$ cat config.mk
export PLATFORM = sky130hd
export DESIGN_NAME = mioc_top
export DESIGN_NICKNAME = d
export VERILOG_FILES = /design/src/rtl/mioc_top.sv
export SDC_FILE = /design/constraint.sdc
export NUM_CORES = 1
export LEC_CHECK = 0
export ABC_AREA = 1
export CORE_MARGIN = 5
export CORE_UTILIZATION = 36
export DETAILED_ROUTE_END_ITERATION = 8
export PLACE_DENSITY = 0.84
export SLEW_MARGIN = 20
export SYNTH_ARGS = -nofsm -noshare
export SYNTH_HDL_FRONTEND = slang
export SYNTH_SLANG_ARGS = --single-unit
$ cat constraint.sdc
create_clock -name B_PHI -period 1.1 [get_ports B_PHI]
set_input_delay 0.11 -clock B_PHI [delete_from_list [all_inputs] [get_ports B_PHI]]
set_output_delay 0.11 -clock B_PHI [all_outputs]
set_load 0.03 [all_outputs]
$ cat src/rtl/mioc_top.sv
// ADAM memory/IO controller: Z80 IO-mapped memory-map and control registers,
// memory chip-select decode, DRAM RAS/MUX/CAS sequencing, 6801 DMA handshake and resets.
module mioc_top (
   input  logic B_PHI,
   input  logic PBRST_N,
   input  logic N_CVRST,
   input  logic BA15,
   input  logic BA14,
   input  logic BA13,
   input  logic BA7,
   input  logic BA6,
   input  logic BD0,
   input  logic BD1,
   input  logic BD2,
   input  logic BD3,
   input  logic N_BWR,
   input  logic IORQ_N,
   input  logic BMREQ_N,
   input  logic BRD_N,
   input  logic BRFSH_N,
   input  logic BM1_N,
   input  logic WAIT_N,
   input  logic BUSAK_N,
   input  logic DMA_N,
   input  logic OS3_N,
   output logic RA7,
   output logic BUSRQ_N,
   output logic SPINDIS_N,
   output logic NETRST_N,
   output logic AUXDECODE1_N,
   output logic RST_N,
   output logic CPRST_N,
   output logic AUXROMCS_N,
   output logic ADDRBUFEN_N,
   output logic BOOTROMCS_N,
   output logic EN245_N,
   output logic IS3_N,
   output logic MUX,
   output logic RAS_N,
   output logic CAS1_N,
   output logic CAS2_N
);

   typedef enum logic [1:0] {
      DMA_IDLE  = 2'd0,
      DMA_REQ   = 2'd1,
      DMA_GRANT = 2'd2
   } dma_state_t;

   logic [3:0] memmap_reg;
   logic [1:0] ctrl_reg;
   logic       rst_reg;
   logic       cprst_reg;
   logic       mux_reg;
   logic       mux_next;
   logic       os3_seen_reg;
   logic       os3_seen_next;
   dma_state_t dma_state_reg;
   dma_state_t dma_state_next;

   logic [3:0] bd;
   logic       io_wr;
   logic       bus_owned;
   logic       mem_active;
   logic       refresh;
   logic [1:0] ram_sel;
   logic [1:0] cas_n;
   logic       boot_sel;
   logic       aux_sel;
   logic       auxrom_sel;
   logic       os7_sel;
   logic       unused_bm1;

   assign unused_bm1 = BM1_N;
   assign bd         = {BD3, BD2, BD1, BD0};
   // Only ports with BA7=0 belong to this chip; BA6 picks memmap vs control.
   assign io_wr      = ~IORQ_N & ~N_BWR & ~BA7;

   always_ff @(posedge B_PHI) begin
      rst_reg   <= PBRST_N & N_CVRST;
      cprst_reg <= N_CVRST;
      if (!PBRST_N) begin
         memmap_reg    <= 4'b0000;
         ctrl_reg      <= 2'b11;
         mux_reg       <= 1'b0;
         os3_seen_reg  <= 1'b0;
         dma_state_reg <= DMA_IDLE;
      end else begin
         if (io_wr && BA6) begin
            memmap_reg <= bd;
         end
         if (io_wr && !BA6) begin
            ctrl_reg <= bd[1:0];
         end
         mux_reg       <= mux_next;
         os3_seen_reg  <= os3_seen_next;
         dma_state_reg <= dma_state_next;
      end
   end

   // While the 6801 owns the bus the Z80 address is not valid, so decode is gated off.
   assign bus_owned  = (dma_state_reg == DMA_GRANT);
   assign mem_active = ~BMREQ_N & BRFSH_N & ~bus_owned;
   assign refresh    = ~BMREQ_N & ~BRFSH_N;

   always_comb begin
      ram_sel    = 2'b00;
      boot_sel   = 1'b0;
      aux_sel    = 1'b0;
      auxrom_sel = 1'b0;
      os7_sel    = 1'b0;
      if (mem_active) begin
         if (!BA15) begin
            case (memmap_reg[1:0])
               2'b00: boot_sel = ~BRD_N;
               2'b01: ram_sel[0] = 1'b1;
               2'b10: aux_sel = 1'b1;
               2'b11: begin
                  if (!BA14 && !BA13) begin
                     os7_sel = 1'b1;
                  end else begin
                     ram_sel[0] = 1'b1;
                  end
               end
               default: ram_sel = 2'b00;
            endcase
         end else begin
            case (memmap_reg[3:2])
               2'b00: ram_sel[1] = 1'b1;
               2'b01: aux_sel = 1'b1;
               2'b10: auxrom_sel = ~BRD_N;
               2'b11: os7_sel = 1'b1;
               default: ram_sel = 2'b00;
            endcase
         end
      end
   end

   // MUX flips to column address one edge into a RAM access; WAIT stretches the phase.
   always_comb begin
      mux_next = mux_reg;
      if (WAIT_N) begin
         mux_next = |ram_sel;
      end
   end

   genvar gi;
   generate
      for (gi = 0; gi < 2; gi++) begin : g_cas
         assign cas_n[gi] = ~(ram_sel[gi] & mux_reg);
      end
   endgenerate

   always_comb begin
      dma_state_next = dma_state_reg;
      case (dma_state_reg)
         DMA_IDLE:  if (!DMA_N)   dma_state_next = DMA_REQ;
         DMA_REQ:   if (!BUSAK_N) dma_state_next = DMA_GRANT;
         DMA_GRANT: if (DMA_N)    dma_state_next = DMA_IDLE;
         default:   dma_state_next = DMA_IDLE;
      endcase
   end

   assign os3_seen_next = (dma_state_reg == DMA_GRANT) & (os3_seen_reg | ~OS3_N);

   assign RST_N        = rst_reg;
   assign CPRST_N      = cprst_reg;
   assign NETRST_N     = ctrl_reg[0] & rst_reg;
   assign SPINDIS_N    = ctrl_reg[1];
   assign BUSRQ_N      = (dma_state_reg == DMA_IDLE);
   assign ADDRBUFEN_N  = bus_owned;
   assign IS3_N        = ~(bus_owned & ~os3_seen_reg);
   assign MUX          = mux_reg;
   assign RA7          = mux_reg ? BA14 : BA7;
   assign RAS_N        = ~((|ram_sel) | refresh);
   assign CAS1_N       = cas_n[0];
   assign CAS2_N       = cas_n[1];
   assign BOOTROMCS_N  = ~boot_sel;
   assign AUXDECODE1_N = ~aux_sel;
   assign AUXROMCS_N   = ~auxrom_sel;
   assign EN245_N      = ~os7_sel;

endmodule

==> metrics.csv <==
metric,value,unit
status,finished with violations,
violations,setup timing,
cts_tree,built,
path_cells,inv_2 > nor2_4 > nor2_8 > nand3_2 > nand2_2 > nor2_2 > buf_6,
layout_commonest_cell,buf_4,
slowest_stage,dfxtp_2,
critical-path-max-stage-delay,340,ps
synth-seq-area-share,36.9,%
start_kind,flop,
slew_headroom,85.2,%
ir_drop,0.000651,V
grt_pass1_wl,3.28,mm
synth_top_area_cell,dfxtp_1,
wl,2.12,mm
p_leak,0.624,nW
seq_area,249,um2
crit_type,reg2out,
diodes,0,
cp.arrival,1220,ps
h-tree-depth,1,
worstMarginPinSlew,221,ps
gp_congestion,0.751,
clockBufferDepth,2,
synth_fp_nets,119,
synth_cells,97,
design.core.area,0.00173,mm2
grt_pass1_vias,799,
hold_viol,0,
yosysTopAreaCellShare,36.9,%
cts-root-buf,clkbuf_4,
ant_nets,0,
cts_made_buffers,3,
drt_iter0_drc,15,
clock_sink_count,12,
grt_max_degree,9,
yosys-top-cells-area,"dfxtp_1, nand2_1, inv_1",
ys_seq_elements,12,
ys_types,19,
yosys_warnings,0,
viasPerCell,4.74,
setup_viol,12,
grt_util_all_layers,16.2,%
max_freq,753,MHz
wl_per_cell,12.0,um
synth_area,651,um2
grt-ovfl-total,0,
vias,834,
multiInputGateArea,384,um2
largest_reg_flops,4,
die_height,52.5,um
initial_core_util,37.7,%
firstDrtPassIters,4,
antenna_found_initial,0,
setup_tns,-1920,ps
hold_path_class,in2reg,
worstPathMaxFanout,8,
place_hpwl,1.53,mm
end_kind,primary output,
drv_slew,0,
post-route-min-period,1330,ps
grt_use_met1,15.6,%
worstPathRequired,990,ps
die_area,0.00276,mm2
clkLatencyLatePin,260,ps
post-route-util,72.2,%
grt_use_met3,2.56,%
ioPinCount,38,
portBuffers,36,
top_usage_layer,met2,
syn_to_final_growth,91.5,%
drc_errors,0,
fin_skew,6.00,ps
cts.clk_slew.worst_paths,60,ps
cap_violations,0,
holdBufCountCts,0,
syn_area_per_cell,6.71,um2
drive_gt1_share,43.7,%
period_share,121,%
fillCellCount,143,
row_count,15,
final_cell_mix,"buf_4, nand2_1, clkdlybuf4s50_1",
rsz0062_at_grt,true,
layout.nets,175,
powerDensity,851,mW/mm2
use_met2,32.9,%
dieWidth,52.5,um
fin_ws,-228,ps
==> synth_stat cells <==
master	instances
nand3_1	6
buf_2	1
nor2_1	15
nand4_2	1
inv_2	4
nand2_1	21
nor3_1	2
o21ai_0	5
nand4_1	2
inv_1	16
nand2_2	1
nand3_2	2
nor3_2	1
o211ai_1	2
nand3b_1	1
a21oi_1	3
nor2_4	1
dfxtp_1	12
nor2_8	1
==> critical path, delay by kind of cell, from the launching register on <==
kind	cells	cell delay (ps)
flip-flops	1	340
AND/OR/NAND/NOR	5	450
buffers and inverters	2	180
==> cells by family (layout without fill, tap and decap cells) <==
logic type / after synthesis / count (layout) / synth area share [%]
DFF: 12 / 12 / 36.9
AOI/OAI and AO/OA: 10 / 10 / 8.46
buffers and inverters: 21 / 75 / 12.3
and+or+nand+nor: 54 / 54 / 42.3
==> path summary, 6_finish.rpt <==
path	slack, ps	cells after the start	end	from
min reg2reg	490	2	ctrl_reg[0]	ctrl_reg[0]
max reg2reg	-150	8	MUX	memmap_reg[2]
max	-230	7	RAS_N	dma_state_reg[1]
min	320	1	CPRST_N	N_CVRST
==> final cells by class <==
type	count	area share, %
timing repair buffer	52	38.9
inverter	20	6.02
tap	25	2.51
sequential	12	20.0
multi-input combinational	64	30.8
clock buffer	3	1.81
==> per-layer routing <==
metal | vias up | wire length (um) | share of wire (%)
li1 | 411 | - | -
met1 | 387 | 757 | 36
met2 | 34 | 1190 | 56
met3 | 2 | 138 | 6.5
met4 | 0 | 28 | 1.3
met5 | - | 0 | 0
==> per-stage QoR <==
stage          instances  setup slack, ps  hold WS (ps)  cell area (um2)  power (mW)
5_1_grt              176             -298           316             1250        1.11
6_report             176             -228           324             1250        1.06
3_5_place_dp         164             -273           451             1050       0.772
4_1_cts              175             -251           319             1200        1.05
3_3_place_gp         164             -251           443             1050       0.763
2_1_floorplan         97             -136           138              653       0.619
==> repair_timing <==
action | 4_1_cts | 5_1_grt
endpoints found under the setup margin | 10 | 13
hold endpoints to repair | 0 | 0
buffers inserted | 8 | 2
pin swaps | 2 | 4
gates resized for setup | 24 | 17
==> power breakdown <==
part | switching, mW | total [mW] | internal (mW)
clock | 0.123 | 0.249 | 0.126
sequential | 0.0180 | 0.472 | 0.454
combinational | 0.171 | 0.339 | 0.167
No activity file was read; power rests on OpenSTA's default activity.
